`src/rtl/dec_latch_n.sv`:
```
// Multi-channel active-low address decoder with per-channel address latch and
// an optional non-retriggerable one-shot strobe mode. All outputs are registered.
module dec_latch_n #(
  parameter int CHANNELS  = 2,
  parameter int SEL_W     = 2,
  parameter int PULSE_LEN = 4
) (
  input  logic                            clk,
  input  logic                            rst,
  input  logic [CHANNELS-1:0]             g_n,
  input  logic [CHANNELS-1:0]             le_n,
  input  logic [CHANNELS*SEL_W-1:0]       sel,
  input  logic [CHANNELS-1:0]             mode,
  output logic [CHANNELS*(2**SEL_W)-1:0]  y_n,
  output logic [CHANNELS-1:0]             busy
);

  localparam int NL = 2 ** SEL_W;
  localparam int CW = $clog2(PULSE_LEN + 1);
  localparam logic [CW-1:0] CNT_LOAD = CW'(PULSE_LEN);
  localparam logic [CW-1:0] CNT_ONE  = CW'(1);
  localparam logic [CW-1:0] CNT_ZERO = CW'(0);

  function automatic logic [NL-1:0] dec_n(input logic [SEL_W-1:0] a);
    logic [NL-1:0] v;
    v    = {NL{1'b1}};
    v[a] = 1'b0;
    return v;
  endfunction

  logic [CHANNELS-1:0][SEL_W-1:0] addr_q, addr_d;
  logic [CHANNELS-1:0][SEL_W-1:0] paddr_q, paddr_d;
  logic [CHANNELS-1:0][SEL_W-1:0] eff_s;
  logic [CHANNELS-1:0][CW-1:0]    cnt_q, cnt_d;
  logic [CHANNELS-1:0]            g_q, g_d;
  logic [CHANNELS-1:0]            busy_q, busy_d;
  logic [CHANNELS*NL-1:0]         y_n_q, y_n_d;

  // Next-state: address latch, enable history, pulse counter and decoded outputs.
  always_comb begin
    eff_s   = {(CHANNELS*SEL_W){1'b0}};
    addr_d  = addr_q;
    paddr_d = paddr_q;
    cnt_d   = cnt_q;
    g_d     = g_n;
    busy_d  = {CHANNELS{1'b0}};
    y_n_d   = {(CHANNELS*NL){1'b1}};
    for (int c = 0; c < CHANNELS; c++) begin
      if (le_n[c]) begin
        eff_s[c] = addr_q[c];
      end else begin
        eff_s[c] = sel[c*SEL_W +: SEL_W];
      end
      addr_d[c] = eff_s[c];
      if (mode[c]) begin
        // count_q==1 is the last low cycle, so a trigger there restarts with no gap
        if (cnt_q[c] > CNT_ONE) begin
          cnt_d[c]              = cnt_q[c] - CNT_ONE;
          busy_d[c]             = 1'b1;
          y_n_d[c*NL +: NL]     = dec_n(paddr_q[c]);
        end else if (g_q[c] && !g_n[c]) begin
          cnt_d[c]              = CNT_LOAD;
          paddr_d[c]            = eff_s[c];
          busy_d[c]             = 1'b1;
          y_n_d[c*NL +: NL]     = dec_n(eff_s[c]);
        end else begin
          cnt_d[c]              = CNT_ZERO;
          busy_d[c]             = 1'b0;
          y_n_d[c*NL +: NL]     = {NL{1'b1}};
        end
      end else begin
        cnt_d[c]  = CNT_ZERO;
        busy_d[c] = 1'b0;
        if (!g_n[c]) begin
          y_n_d[c*NL +: NL] = dec_n(eff_s[c]);
        end else begin
          y_n_d[c*NL +: NL] = {NL{1'b1}};
        end
      end
    end
  end

  // State and output registers with synchronous reset.
  always_ff @(posedge clk) begin
    if (rst) begin
      addr_q  <= {(CHANNELS*SEL_W){1'b0}};
      paddr_q <= {(CHANNELS*SEL_W){1'b0}};
      cnt_q   <= {(CHANNELS*CW){1'b0}};
      g_q     <= {CHANNELS{1'b1}};
      busy_q  <= {CHANNELS{1'b0}};
      y_n_q   <= {(CHANNELS*NL){1'b1}};
    end else begin
      addr_q  <= addr_d;
      paddr_q <= paddr_d;
      cnt_q   <= cnt_d;
      g_q     <= g_d;
      busy_q  <= busy_d;
      y_n_q   <= y_n_d;
    end
  end

  assign y_n  = y_n_q;
  assign busy = busy_q;

endmodule
```
`config.mk`:
```
export PLATFORM = sky130hd
export DESIGN_NAME = dec_latch_n
export DESIGN_NICKNAME = d
export VERILOG_FILES = /design/src/rtl/dec_latch_n.sv
export SDC_FILE = /design/constraint.sdc
export NUM_CORES = 1
export LEC_CHECK = 0
export BUFFER_PORTS_ARGS = -buffer_cell sky130_fd_sc_hd__buf_2
export CAP_MARGIN = 20
export CORE_MARGIN = 1
export CORE_UTILIZATION = 54
export CTS_CLUSTER_SIZE = 8
export DETAILED_ROUTE_END_ITERATION = 7
export GPL_TIMING_DRIVEN = 0
export PLACE_DENSITY = 0.79
export SYNTH_ARGS = -nofsm -noshare
export SYNTH_HDL_FRONTEND = slang
export SYNTH_SLANG_ARGS = --single-unit
```
`constraint.sdc`:
```
create_clock -name clk -period 3.6 [get_ports clk]
set_clock_uncertainty 0.1 [all_clocks]
set_input_delay 0.36 -clock clk [delete_from_list [all_inputs] [get_ports clk]]
set_output_delay 0.36 -clock clk [all_outputs]
set_load 0.02 [all_outputs]
```
# After elaboration in Yosys (flattened, before gate mapping)
# Index checks and enable logic that the tools add are counted.
# classes
reduce_logical,12
bitwise,8
order_cmp,10
mux,26
add_sub_neg,2
# op_table
cell,n
4-bit two-way mux,8
4-bit NOT,4
2-bit by 3-bit less-than comparator with 1-bit output (second input constant),4
3-bit two-way mux,4
1-bit demux with 2-bit select,4
2-bit by 1-bit >= comparator with 1-bit output (second input constant),4
1-bit two-way mux,8
3-bit by 1-bit greater-than comparator with 1-bit output (second input constant),2
1-bit logical AND,6
3-bit AND reduction,2
3-bit by 1-bit subtractor with 3-bit output (second input constant),2
2-bit two-way mux,2
1-bit NOT,4
2-bit OR reduction,2
1-bit zero test,2
# totals
output_inout_bits,10
wordCells,68
ff_bits,26
input_bits,12

# Logic depth before layout (Yosys ltp)
# logic_depth
depth_word,9
depth_mapped,6
ltp_nobuf,6

# Worst setup path before layout
# No wires, ideal clock.
# synth_timing
kind,register to register
from,reg cnt_q[3] in the netlist's numbering
to,reg paddr_q[2] in the netlist's numbering
n_path_buf,0
path_stages_with_launch,6
setup_time_ns,0.128
slack_ns,2.013
arrival_ns,1.359
required_ns,3.372
synth_period_minus_slack_ns,1.587
path_cell_list,dfxtp_1 ha_1 o21ba_1 or4_4 mux2i_1 nor2_1
# synth_between
elab_chain_cells,3
# synth_lines
item,line,rtl
"start, declared",34,"logic [CHANNELS-1:0][CW-1:0] cnt_q, cnt_d;"
"start signal, assigned",88,cnt_q <= {(CHANNELS*CW){1'b0}};
"start signal, assigned",95,cnt_q <= cnt_d;
3-bit by 1-bit greater-than comparator with 1-bit output,57,if (cnt_q[c] > CNT_ONE) begin
1-bit NOT (no line),n/a,
3-bit AND reduction (no line),n/a,
"end signal, assigned",87,paddr_q <= {(CHANNELS*SEL_W){1'b0}};
"end signal, assigned",94,paddr_q <= paddr_d;
"end, declared",32,"logic [CHANNELS-1:0][SEL_W-1:0] paddr_q, paddr_d;"
# No other way between the ends.
# A chain may end at the register's enable or synchronous reset.

# Worst setup path in the final report
# layout_timing
from,reg cnt_q[4] in the netlist's numbering
to,"reg y_n_q[4], in the netlist y_n[4]"
# layout_between
elab_chain_cells,3
# layout_lines
item,line,rtl
3-bit by 1-bit greater-than comparator with 1-bit output,57,
4-bit two-way mux,57,
4-bit two-way mux,55,if (mode[c]) begin
"end signal, assigned",91,y_n_q <= {(CHANNELS*NL){1'b1}};
"end signal, assigned",98,y_n_q <= y_n_d;
"end, declared",37,"logic [CHANNELS*NL-1:0] y_n_q, y_n_d;"
# No other way between the ends.

==> impl_metrics.py <==
metrics = {
    "logic_synthesis": {
        "post_synth_num_cell_types": 28,
        "ys_seq_elements": 26,
        "synth-warning-count": 0,
        "library_cell_with_the_largest_summed_area_after_synthesis": "dfxtp_1",
        "yosysSeqAreaShare_pct": 47.49,
        "synth_async_sr_flop_share_pct": 0,
        "avgSynthCellArea_um2": 9.449,
        "synthTopCellsByArea": "dfxtp_1, mux2_2, nor2_1",
        "synth-edff-count": 0,
        "syn_area_um2": 1096,
        "ys.flop_type": "dfxtp_1",
        "synth_top_area_share_pct": 47.49,
        "synth.net_count": 132,
        "number_of_cells_produced_by_synthesis": 116,
    },
    "clock_tree": {
        "clock_latency_ns": 0.33,
        "cts_buffers": 3,
        "cts_resized": 0,
        "path_clk_slew_ns": 0.13,
        "cts_tree": "done",
        "clkSinkCount": 26,
        "post-cts-setup-buffers": 0,
        "clock_tree.root_cell": "clkbuf_4",
        "ctsHtreeMaxLevel": 1,
        "cts-root-to-sink-buffers": 2,
        "cts_hold_buffers": 0,
    },
    "cells_and_area": {
        "proportion_of_layout_cells_with_a_drive_suffix_above_1_pct": 25.53,
        "synthToLayoutAreaGrowth_pct": 17.24,
        "final_design_area_no_fill_um2": 1285,
        "diodes": 0,
        "final_nets": 158,
        "layoutNonFillerInstCount": 166,
    },
    "worst_setup_path": {
        "cpLargestDelayFamily": "compound AO/OA/AOI/OAI gates",
        "crit_buf_inv": 1,
        "timing.critical_path.cells": "inv_1 > ha_1 > o21ba_1 > o21bai_1 > o32ai_1 > nand3_1",
        "worst-endpoint-required_ns": 3.71,
        "critPathLaunchType": "flip-flop",
        "worst_r2r_path_depth": 6,
        "critical_path.max_stage_delay_ns": 0.35,
        "critical_path_slowest_stage_cell": "dfxtp_1",
        "timing.setup.critical_path_class": "flip-flop to flip-flop",
        "setup.reg_to_reg.worst_slack_ns": 1.88,
        "crit_path_end_kind": "flip-flop",
        "crit-reg2reg-capture": "y_n[4]$_SDFF_PP1_",
        "critical_path_arrival_ns": 1.83,
        "crit_path_max_fanout": 6,
        "critical_path.reg2reg.startpoint": "cnt_q[4]$_SDFF_PP0_",
    },
    "route": {
        "viasPerCell": 5.488,
        "drc": 0,
        "drt_pass1_iterations": 4,
        "wl_um": 2106,
        "starting_drt_drc_count": 9,
        "final_antenna_net_count": 0,
        "dr_total_vias": 911,
        "wl_per_cell_um": 12.69,
    },
    "pwr": {
        "switching_share_pct": 23.98,
        "share_seq_of_total_power_pct": 52.6,
        "max-vdd-ir-drop_v": 0.0004248,
        "totalPowerFinal_uw": 589.2,
        "power.share.clock_pct": 34.0,
        "p_switching_uw": 141.3,
        "p_leak_nw": 0.5631,
        "powerDensity_nw_per_um2": 458.5,
        "combinational_cell_fraction_of_total_power_pct": 13.4,
        "internal-power_uw": 447.9,
    },
    "run_status": {
        "run_status": "finished, final reports clean",
    },
    "timing": {
        "rsz0062_at_grt": "no",
        "maxSlewHeadroom_pct": 67.61,
        "hold_viol": 0,
        "min_period_ns": 1.724,
        "clock.fmax_mhz": 580.0,
        "max_slew_violation_count": 0,
        "final.setup.tns_ns": 0,
        "post-route-period-util_pct": 47.89,
        "setup_viol_count_final": 0,
        "tightest_slew_ns": 0.4848,
    },
    "floorplanning": {
        "rows": 15,
        "die_width_um": 47.05,
        "die-height_um": 47.05,
        "boundaryPins": 22,
        "core_area_um2": 1821,
        "floorplan.die_area_um2": 2214,
        "start_util_pct": 60.21,
    },
    "hold_path": {
        "hold-path-endpoint": "g_q[1]$_SDFF_PP1_",
        "worst_hold_startpoint": "g_n[1]",
        "holdCritPathClass": "primary input to flip-flop",
        "holdPathStages": 2,
    },
    "flow_run": {
        "max_cap_violations": 0,
    },
    "global_route": {
        "grt_util_all_layers_pct": 21.15,
        "number_of_antenna_violations_at_the_first_check_in_global_routing": 0,
        "grt.overflow.total": 0,
        "first_global_vias": 808,
        "pin_count_of_the_biggest_net_entering_global_routing": 16,
        "first_pass_grt_wire_length_um": 3277,
    },
    "placed_design": {
        "dp.final_hpwl_um": 1654,
        "final_weighted_congestion_in_routability_driven_placement": 0.8748,
        "detailed_place.area_um2": 1232,
        "place_inst": 162,
        "io_buffer_count": 21,
    },
}
-- Yosys cell counts, types with 3 or more instances --
master / count
a21oi_1: 5
ha_1: 4
nor3_1: 4
dfxtp_1: 26
mux2_2: 5
nor2_1: 14
inv_1: 10
mux2i_1: 5
nand2b_1: 5
o21ai_0: 3
o22ai_1: 3
nand2_1: 5
nand3_1: 5
-- layout by cell type, fill, tap and decap left out, types with 4 or more instances in the layout --
cell type / count
a21oi_1: 5
buf_2: 21
dfxtp_1: 26
ha_1: 4
inv_1: 10
mux2_2: 5
mux2i_1: 5
nand2_1: 5
nand2b_1: 5
nand3_1: 5
nor2_1: 14
nor3_1: 4
-- power groups by stage --
stage	combinational (mW)	clock, mW	sequential, mW
after global routing	0.0875	0.217	0.311
after detailed placement	0.0789	0	0.316
after global placement	0.0748	0	0.315
final	0.0791	0.201	0.310
after CTS	0.0797	0.205	0.310
after floorplan	0.0483	0	0.321
-- logic make-up after synthesis --
group                    Yosys count  synth area share, %
AND/OR/NAND/NOR                   40                18.04
flip-flops                        26                47.49
AO/OA/AOI/OAI                     25                16.44
buffers and inverters             11                3.767
multiplexers                      10                9.703
adder cells (fa/ha/maj)            4                4.566
-- routing by layer --
layer / routed length (um) / part of all wire, % / vias up / global-route usage, %
met3: 68 / 3.2 / 4 / 3.846
met5: 0 / 0 / - / 0
met1: 943 / 45 / 432 / 26.56
li1: - / - / 459 / -
met2: 1067 / 51 / 16 / 35.83
met4: 27 / 1.3 / 0 / 8.571
-- worst max path at each step --
stage                        start                 endpoint  slack (ns)  cells past startpoint
4_1_cts        cnt_q[3]$_SDFF_PP0_  paddr_q[2]$_SDFFE_PP0P_        1.89                      5
2_1_floorplan  cnt_q[3]$_SDFF_PP0_  paddr_q[2]$_SDFFE_PP0P_        2.01                      5
3_3_place_gp   cnt_q[3]$_SDFF_PP0_  paddr_q[2]$_SDFFE_PP0P_        1.94                      5
6_report       cnt_q[4]$_SDFF_PP0_        y_n[4]$_SDFF_PP1_        1.88                      6
3_5_place_dp   cnt_q[3]$_SDFF_PP0_  paddr_q[2]$_SDFFE_PP0P_        1.91                      5
5_1_grt        cnt_q[4]$_SDFF_PP0_        y_n[4]$_SDFF_PP1_        1.70                      6
-- metrics by stage --
step / hold WS (ns) / setup slack (ns) / utilization (%)
finish: 0.1448 / 1.876 / 70.58
CTS: 0.1404 / 1.888 / 70.58
floorplan: 0.3298 / 2.013 / -
detailed placement: 0.3507 / 1.911 / 67.70
global placement: 0.3434 / 1.942 / 67.70
global route: 0.1372 / 1.704 / 70.58
-- flip-flops by register name, summed over array words and instances, names as in the netlist --
register	count
addr_q	4
cnt_q	6
busy	2
g_q	2
y_n	8
paddr_q	4
-- area by class of cell --
cell class	instances	area (um^2)
buffer	1	3.754
fill	145	535.5
inverter	10	37.54
clock inverter	1	30.03
sequential	26	520.5
timing repair buffer	21	105.1
multi-input combinational	79	534.3
tap	25	31.28
clock buffer	3	22.52
(Power assumes the default switching activity.)
